## config.mk

```make
export PLATFORM = sky130hd
export DESIGN_NAME = cache_mem_ctrl_flat
export DESIGN_NICKNAME = d
export VERILOG_FILES = /design/src/rtl/cache_mem_ctrl_pkg.sv /design/src/rtl/cache_mem_ctrl_if.sv /design/src/rtl/cache_mem_ctrl.sv /design/src/flat_wrapper.sv
export SDC_FILE = /design/constraint.sdc
export NUM_CORES = 1
export LEC_CHECK = 0
export ABC_AREA = 1
export ABC_CLOCK_PERIOD_IN_PS = 1330
export BUFFER_PORTS_ARGS = -buffer_cell sky130_fd_sc_hd__buf_4
export CELL_PAD_IN_SITES_DETAIL_PLACEMENT = 0
export CELL_PAD_IN_SITES_GLOBAL_PLACEMENT = 2
export CORE_UTILIZATION = 10
export CTS_CLUSTER_DIAMETER = 30
export DETAILED_ROUTE_END_ITERATION = 8
export PLACE_DENSITY_LB_ADDON = 0.08
export SKIP_CTS_REPAIR_TIMING = 1
export SYNTH_ARGS = -nofsm -noshare
export SYNTH_HDL_FRONTEND = slang
export SYNTH_SLANG_ARGS = --single-unit
```

## constraint.sdc

```tcl
create_clock -name CLK -period 1.33 [get_ports CLK]
set_input_delay 0.133 -clock CLK [delete_from_list [all_inputs] [get_ports CLK]]
set_output_delay 0.133 -clock CLK [all_outputs]
set_load 0.005 [all_outputs]
```

## src/rtl/cache_mem_ctrl_pkg.sv

```systemverilog
// cache_mem_ctrl_pkg: shared RAM/word types and controller state encoding for the cache memory controller.
package cache_mem_ctrl_pkg;
    typedef logic [31:0] word_t;
    typedef enum logic [1:0] {FREE, BUSY, ACCESS, ERROR} ramstate_t;
    localparam logic [1:0] ST_IDLE = 2'd0;
    localparam logic [1:0] ST_IRD  = 2'd1;
    localparam logic [1:0] ST_DRD  = 2'd2;
    localparam logic [1:0] ST_DWR  = 2'd3;
    typedef enum logic [1:0] {IDLE = ST_IDLE, IRD = ST_IRD, DRD = ST_DRD, DWR = ST_DWR} mc_state_t;
    localparam int C_BLK_WORDS = 2;
endpackage

```

## src/rtl/cache_mem_ctrl_if.sv

```systemverilog
// cache_mem_ctrl_if: cache request/response and RAM port bundle; master is the controller, slave the caches and RAM.
interface cache_mem_ctrl_if;
    import cache_mem_ctrl_pkg::*;
    logic      iREN;
    word_t     iaddr;
    logic      iwait;
    word_t     iload;
    logic      dREN;
    logic      dWEN;
    word_t     daddr;
    word_t     dstore;
    logic      dword;
    logic      dwait;
    word_t     dload;
    logic      ramREN;
    logic      ramWEN;
    word_t     ramaddr;
    word_t     ramstore;
    word_t     ramload;
    ramstate_t ramstate;
    modport master (
        input  iREN, iaddr, dREN, dWEN, daddr, dstore, ramload, ramstate,
        output iwait, iload, dword, dwait, dload, ramREN, ramWEN, ramaddr, ramstore
    );
    modport slave (
        output iREN, iaddr, dREN, dWEN, daddr, dstore, ramload, ramstate,
        input  iwait, iload, dword, dwait, dload, ramREN, ramWEN, ramaddr, ramstore
    );
endinterface

```

## src/rtl/cache_mem_ctrl.sv

```systemverilog
// cache_mem_ctrl: arbitrates icache word fetches and dcache two-word fills/writebacks onto one RAM port.
module cache_mem_ctrl
    import cache_mem_ctrl_pkg::*;
(
    input logic              CLK,
    input logic              nRST,
    cache_mem_ctrl_if.master mc
);
    mc_state_t state_q, state_d;
    logic      dword_q, dword_d;
    logic      last_q, last_d;
    logic      done, dreq, own, last_word;
    logic      unused_addr_bits;
    assign done      = mc.ramstate == ACCESS;
    assign dreq      = mc.dREN | mc.dWEN;
    assign own       = state_q == DWR ? mc.dWEN : state_q == DRD ? mc.dREN : mc.iREN;
    assign last_word = dword_q == 1'(C_BLK_WORDS - 1);
    assign unused_addr_bits = ^{mc.iaddr[1:0], mc.daddr[2:0]};
    assign mc.iload  = mc.ramload;
    assign mc.dload  = mc.ramload;
    assign mc.dword  = dword_q;
    // last_q = 1 means the dcache won the previous grant, so a contested IDLE goes to the icache
    always_comb begin
        state_d     = state_q;
        dword_d     = dword_q;
        last_d      = last_q;
        mc.ramREN   = 1'b0;
        mc.ramWEN   = 1'b0;
        mc.ramaddr  = '0;
        mc.ramstore = '0;
        mc.iwait    = 1'b1;
        mc.dwait    = 1'b1;
        if (state_q == IDLE) begin
            if (dreq && !(mc.iREN && last_q)) begin
                state_d = mc.dWEN ? DWR : DRD;
                dword_d = 1'b0;
                last_d  = 1'b1;
            end else if (mc.iREN) begin
                state_d = IRD;
                dword_d = 1'b0;
                last_d  = 1'b0;
            end
        end else if (!own) begin
            state_d = IDLE;
            dword_d = 1'b0;
        end else if (state_q == IRD) begin
            mc.ramREN  = 1'b1;
            mc.ramaddr = {mc.iaddr[31:2], 2'b00};
            mc.iwait   = !done;
            state_d    = done ? IDLE : state_q;
        end else begin
            mc.ramREN   = state_q == DRD;
            mc.ramWEN   = state_q == DWR;
            mc.ramaddr  = {mc.daddr[31:3], dword_q, 2'b00};
            mc.ramstore = state_q == DWR ? mc.dstore : '0;
            mc.dwait    = !done;
            dword_d     = done ? (last_word ? 1'b0 : dword_q + 1'b1) : dword_q;
            state_d     = done && last_word ? IDLE : state_q;
        end
    end
    always_ff @(posedge CLK or negedge nRST) begin
        if (!nRST) begin
            state_q <= IDLE;
            dword_q <= 1'b0;
            last_q  <= 1'b0;
        end else begin
            state_q <= state_d;
            dword_q <= dword_d;
            last_q  <= last_d;
        end
    end
endmodule

```

## src/flat_wrapper.sv

```systemverilog
// flat-port wrapper written by rule: the top's interface ports become plain ports
module cache_mem_ctrl_flat import cache_mem_ctrl_pkg::*;
  (CLK, nRST, mc_iREN, mc_iaddr, mc_dREN, mc_dWEN, mc_daddr, mc_dstore, mc_ramload, mc_ramstate, mc_iwait, mc_iload, mc_dword, mc_dwait, mc_dload, mc_ramREN, mc_ramWEN, mc_ramaddr, mc_ramstore);
  cache_mem_ctrl_if mc_i ();
  input logic CLK;
  input logic nRST;
  input wire logic [$bits(mc_i.iREN)-1:0] mc_iREN;
  input wire logic [$bits(mc_i.iaddr)-1:0] mc_iaddr;
  input wire logic [$bits(mc_i.dREN)-1:0] mc_dREN;
  input wire logic [$bits(mc_i.dWEN)-1:0] mc_dWEN;
  input wire logic [$bits(mc_i.daddr)-1:0] mc_daddr;
  input wire logic [$bits(mc_i.dstore)-1:0] mc_dstore;
  input wire logic [$bits(mc_i.ramload)-1:0] mc_ramload;
  input wire logic [$bits(mc_i.ramstate)-1:0] mc_ramstate;
  output wire logic [$bits(mc_i.iwait)-1:0] mc_iwait;
  output wire logic [$bits(mc_i.iload)-1:0] mc_iload;
  output wire logic [$bits(mc_i.dword)-1:0] mc_dword;
  output wire logic [$bits(mc_i.dwait)-1:0] mc_dwait;
  output wire logic [$bits(mc_i.dload)-1:0] mc_dload;
  output wire logic [$bits(mc_i.ramREN)-1:0] mc_ramREN;
  output wire logic [$bits(mc_i.ramWEN)-1:0] mc_ramWEN;
  output wire logic [$bits(mc_i.ramaddr)-1:0] mc_ramaddr;
  output wire logic [$bits(mc_i.ramstore)-1:0] mc_ramstore;
  assign mc_i.iREN = mc_iREN;
  assign mc_i.iaddr = mc_iaddr;
  assign mc_i.dREN = mc_dREN;
  assign mc_i.dWEN = mc_dWEN;
  assign mc_i.daddr = mc_daddr;
  assign mc_i.dstore = mc_dstore;
  assign mc_i.ramload = mc_ramload;
  assign mc_i.ramstate = mc_ramstate;
  assign mc_iwait = mc_i.iwait;
  assign mc_iload = mc_i.iload;
  assign mc_dword = mc_i.dword;
  assign mc_dwait = mc_i.dwait;
  assign mc_dload = mc_i.dload;
  assign mc_ramREN = mc_i.ramREN;
  assign mc_ramWEN = mc_i.ramWEN;
  assign mc_ramaddr = mc_i.ramaddr;
  assign mc_ramstore = mc_i.ramstore;
  cache_mem_ctrl u_core (.CLK(CLK), .nRST(nRST), .mc(mc_i));
endmodule
```

; Word level (Yosys, flattened, before mapping)
; Cells that the tools add are included.
[totals]
register_bits = 4
out_inout_bits = 133
word_cells = 61
[classes]
bitwise_logic = 1
addsub = 1
mux = 37
reduce_logical = 10
eq_ne = 9
[op_table]
columns = operator, count
row1 = $mux 32, 7
row2 = $mux 1, 23
row3 = $mux 2, 7
row4 = $eq 2x2->1 const B, 3
row5 = $ne 3x3->1 const B, 2
row6 = $reduce_and 3->1, 2
row7 = $ne 4x3->1 const B, 1
row8 = $ne 4x4->1 const B, 1
row9 = $logic_and 1x1->1, 3
row10 = $ne 3x2->1 const B, 1
row11 = $eq 2x1->1 const B, 1
row12 = $logic_not 1->1, 2
row13 = $logic_not 2->1, 1
row14 = $reduce_and 2->1, 1
row15 = $reduce_bool 2->1, 1
row16 = $add 1x1->1 const B, 1
row17 = $or 1x1->1, 1

; Depth between registers and ports, before layout
[depth]
word_depth = 6
depth_mapped = 11

; Worst setup path after synthesis
; No wires, ideal clock.
[synth_path]
path_kind = reg2out
startpoint = register u_core.state_q[0]
endpoint = output mc_ramaddr[23]
path_slack_ns = -0.002
stages_incl_launch_ff = 10
path_buffers = 1
arrival_time_ns = 1.199
required_time_ns = 1.197
cell_sequence = dfrtp_1 > inv_1 > ha_1 > inv_1 > nand2_1 > nand3_2 > nand2_4 > nand2_4 > buf_6 > a21oi_2
[synth_between]
elab_chain_cells = 5
[synth_rtl]
columns = item, line_no
row1 = start: declaration, cache_mem_ctrl.sv:9  ; mc_state_t state_q, state_d;
row2 = start signal: assignment, cache_mem_ctrl.sv:67  ; state_q <= state_d;
row3 = $eq 2x2->1, cache_mem_ctrl.sv:16  ; assign own = state_q == DWR ? mc.dWEN : state_q == DRD ? mc.dREN : mc.iREN;
row4 = $mux 1 (2 in series), cache_mem_ctrl.sv:16
row5 = $mux 32, cache_mem_ctrl.sv:43  ; end else if (!own) begin
row6 = $mux 32 (*), cache_mem_ctrl.sv:33  ; if (state_q == IDLE) begin
row7 = end: declaration, flat_wrapper.sv:22  ; output wire logic [$bits(mc_i.ramaddr)-1:0] mc_ramaddr;
; Every way passes the cells marked *; elsewhere a longest branch is shown, timed or not.

; Final worst setup path
[layout_path]
startpoint = register u_core.state_q[0]
endpoint = output mc_ramaddr[11]
; Same word-level chain as after synthesis.

==> summary by stage <==
Power
In this run, the clock network consumes 11.0% of the power. Dividing total power by cell area gives a power density of 1350 nW/um2. The switching part of the total power is 45.4%.

Across the VDD grid, the largest voltage drop is 392 uV. Per report_power, the combinational group accounts for 83.4% of the total. Sequential cells burn 5.6% of the power. The internal portion of the total power is 2.37 mW. The static power due to leakage is 1.72 nW. The design draws 4.34 mW. The analysis attributes to net switching a power of 1.97 mW.

Placement
Port buffering added 164 buffers. The congestion estimate from routability-driven global placement came to 0.673. The half-perimeter wire length after placement is a little under 6000 um.

Prior to clock tree synthesis, the placed netlist has a worst setup slack of -0.263 ns.

Finish
The net count reported at finish is 548. The diode insertion count for antenna repair is 0. The number of inserted filler cells in the final layout is 1948. The area used by multi-input combinational logic is around 1000 um2.

The storage element area is slightly above 100 um2. The share of final-layout standard cells stronger than drive strength 1 is 64.6%. Cells fill 19.3% of the core in the end. The area growth from synthesis to layout is 85.7%.

STA
For the final routed database, the setup TNS stands at -27.83 ns. The final clock skew is between 0.00009 and 0.0001 ns. The share of the clock period used by the worst path is 134%. The final setup violation count is 70. Setup repair after global routing could not meet its margin everywhere.

The smallest clock period supported by the final layout is computed as 1.78 ns. Across all setup checks in the final design, the least slack found is -0.446 ns. The count of pins over their slew limit is 0. The number of hold violations in the final report is 0.

The maximum operating frequency is 563 MHz. On the final layout, the worst hold slack is 0.244 ns.

Worst setup path
In this run the critical register-to-register path is captured at u_core.mc.dword. The worst register-to-register path has a depth of 12. Traced cell by cell, the critical path runs through inv_2 -> ha_4 -> inv_2 -> nand2_1 -> nand3_2 -> nand2_4 -> nand2_8 -> clkbuf_16 -> a21oi_2 -> buf_4.

The element type at the critical path start is a register. The reg-to-reg startpoint is u_core.state_q[0]. The capturing element type of the critical path is an output port. The buffers plus inverters on the worst setup path is 4. The launch point of the critical path is u_core.state_q[0].

The end point of the critical path is mc_ramaddr[11]. Across all register-to-register paths, the minimum setup slack is -0.14 ns. The worst endpoint required time is about 1.2 ns.

The critical path runs through a total of 10 cells. The largest fanout on the critical path is 6. The critical path's largest stage delay is 0.41 ns. Data arrives at the worst endpoint at 1.64 ns.

The critical path is of the reg2out type. The cell that appears most often on the critical path is inv_2. The top cell family by delay on the critical path is buffers and inverters. The cell at the slowest stage of the critical path is dfrtp_1.

GRT
Global routing used under 10% of the available tracks across all layers. The total global routing overflow is 0. The first global-routing pass estimated around 10000 um of wire. The number of global-route vias before repair is a little over 2000. The number of antenna violations at the first check in global routing came to 0.

The largest net degree at the start of global routing is 33.

Synth
The number of synthesized register bits is 4. The fraction of the mapped netlist area in compound gates is 16.2%. In the post-synthesis netlist, the biggest area contributors are buf_4, nand2_1, a21oi_2. The adder and majority cell fraction of the synthesized area is ~2.9%. The biggest area contributor in the post-synthesis netlist is buf_4. By area, the combinational part of the netlist is dominated by buffers and inverters.

The portion of synthesized cell area occupied by the leading cell type is ~28%. Synthesis instantiated 22 different standard cells from the library. Sequential elements use roughly 5.8% of the synthesized area. The number of warnings printed during yosys synthesis is 0. The area of the mapped netlist is 1740 um2. A synthesized cell averages between 5 and 6 um2.

The synthesized-area fraction occupied by xor and xnor cells is 0%. The post-synthesis mux area share is 0%. The simple-gate portion of the synthesized area is between 30% and 40%. The post-synthesis instance total is 295.

Flow run
The number of violations of the max-capacitance limit is 0.

Drt
In the final routed layout, each cell accounts on average for 11.9 um. The number of remaining DRC errors is 0. Using the TritonRoute via totals, the vias-per-cell ratio works out to around 3.3. The first TritonRoute pass finished after 3 iterations. The detailed router finished its first iteration with 23 violations. For this block, the routed nets add up to 7440 um of wire. The number of nets still failing antenna checks after routing is 0. The final route contains around 2100 vias.

Die
The row count is 47. The number of I/O pins is 268. The area of the core is between 15000 and 20000 um2.

The floorplan die area is about 18000 um2. The starting density of the core is 10.4%. The die width is 134 um. The floorplan step set the die height to 134 um.

Worst hold path
In this run the worst hold path is classified as in2async.

Status
The final reports fail on negative setup slack. The flow ran to the end, but the final reports show violations.

Clock network
The longest clock path from root to sink contains 2 buffers. The clock latency on the worst-skew pair is 0.23 ns. The number of buffers inserted during clock tree synthesis is 3. Clock tree synthesis found a total of 4 sinks. The clock transition at the registers of the reported paths is 0.03 ns. The H-tree depth reported by CTS is 1. The TritonCTS clock tree is done. The clock root buffer is clkbuf_16.
## area by class of cell
class                   count  area share (%)
repair buffers            187            48.2
multi-input cells         164            32.1
well taps                 220            8.52
inverters                  49            5.70
flip-flops and latches      4            3.14
clock buffers               3            2.32
## registers in the layout, summed over array words and instances (netlist names)
register and flops:
u_core.state_q 2, u_core.last_q 1, u_core.mc.dword 1
## Yosys cell counts (all sizes together)
| cell type | n |
|---|---|
| dfrtp | 4 |
| inv | 49 |
| nand3 | 11 |
| o21ai | 2 |
| nand4 | 2 |
| buf | 79 |
| a21oi | 31 |
| ha | 4 |
| nor2 | 37 |
| conb | 1 |
| nand2 | 74 |
| o21bai | 1 |
## power by group through the flow
stage / Clock, mW / Combinational [mW] / Sequential, mW
global route: 0.493 / 4.02 / 0.253
detailed placement: 0 / 3.17 / 0.231
CTS: 0.481 / 3.18 / 0.231
global placement: 0 / 3.25 / 0.232
finish: 0.477 / 3.62 / 0.242
floorplan: 0 / 1.78 / 0.220
## worst min path at each step
stage                       to  slack (ns)  depth (start not counted)
2_1_floorplan    u_core.last_q       -0.16                          0
6_report       u_core.mc.dword        0.24                          2
5_1_grt        u_core.mc.dword        0.26                          2
3_5_place_dp   u_core.mc.dword       -0.06                          1
4_1_cts        u_core.mc.dword       -0.30                          1
3_3_place_gp   u_core.mc.dword       -0.06                          1
## stage by stage
stage / cell area, um2 / std cells
after global routing: 3230 / 627
after detailed placement: 2820 / 615
final: 3230 / 627
after global placement: 2820 / 615
after CTS: 2890 / 618
after floorplan: 1740 / 296
## cell families (layout without fill, tap and decap cells)
group,after synthesis,after routing
AO/OA/AOI/OAI,34,34
adder cells (fa/ha/maj),4,4
buffers and inverters,128,239
flip-flops,4,4
other,1,2
AND/OR/NAND/NOR,124,124
## cell usage in the layout (no fill, tap or decap), drive strengths merged
cell and instances:
a21oi 31, nand3 11, nand4 2, o21bai 1, buf 182, o21ai 2, ha 4, conb 2
nand2 74, clkbuf 7, dfrtp 4, dlygate4sd3 1, inv 49, nor2 37
## layer usage
metal | GRT usage, % | part of all wire, %
met5 | 0 | 0
met4 | 2.08 | 1.7
met3 | 3.97 | 16
met2 | 11.7 | 46
met1 | 8.17 | 36
Note: power is estimated with default switching activity, not from simulation.
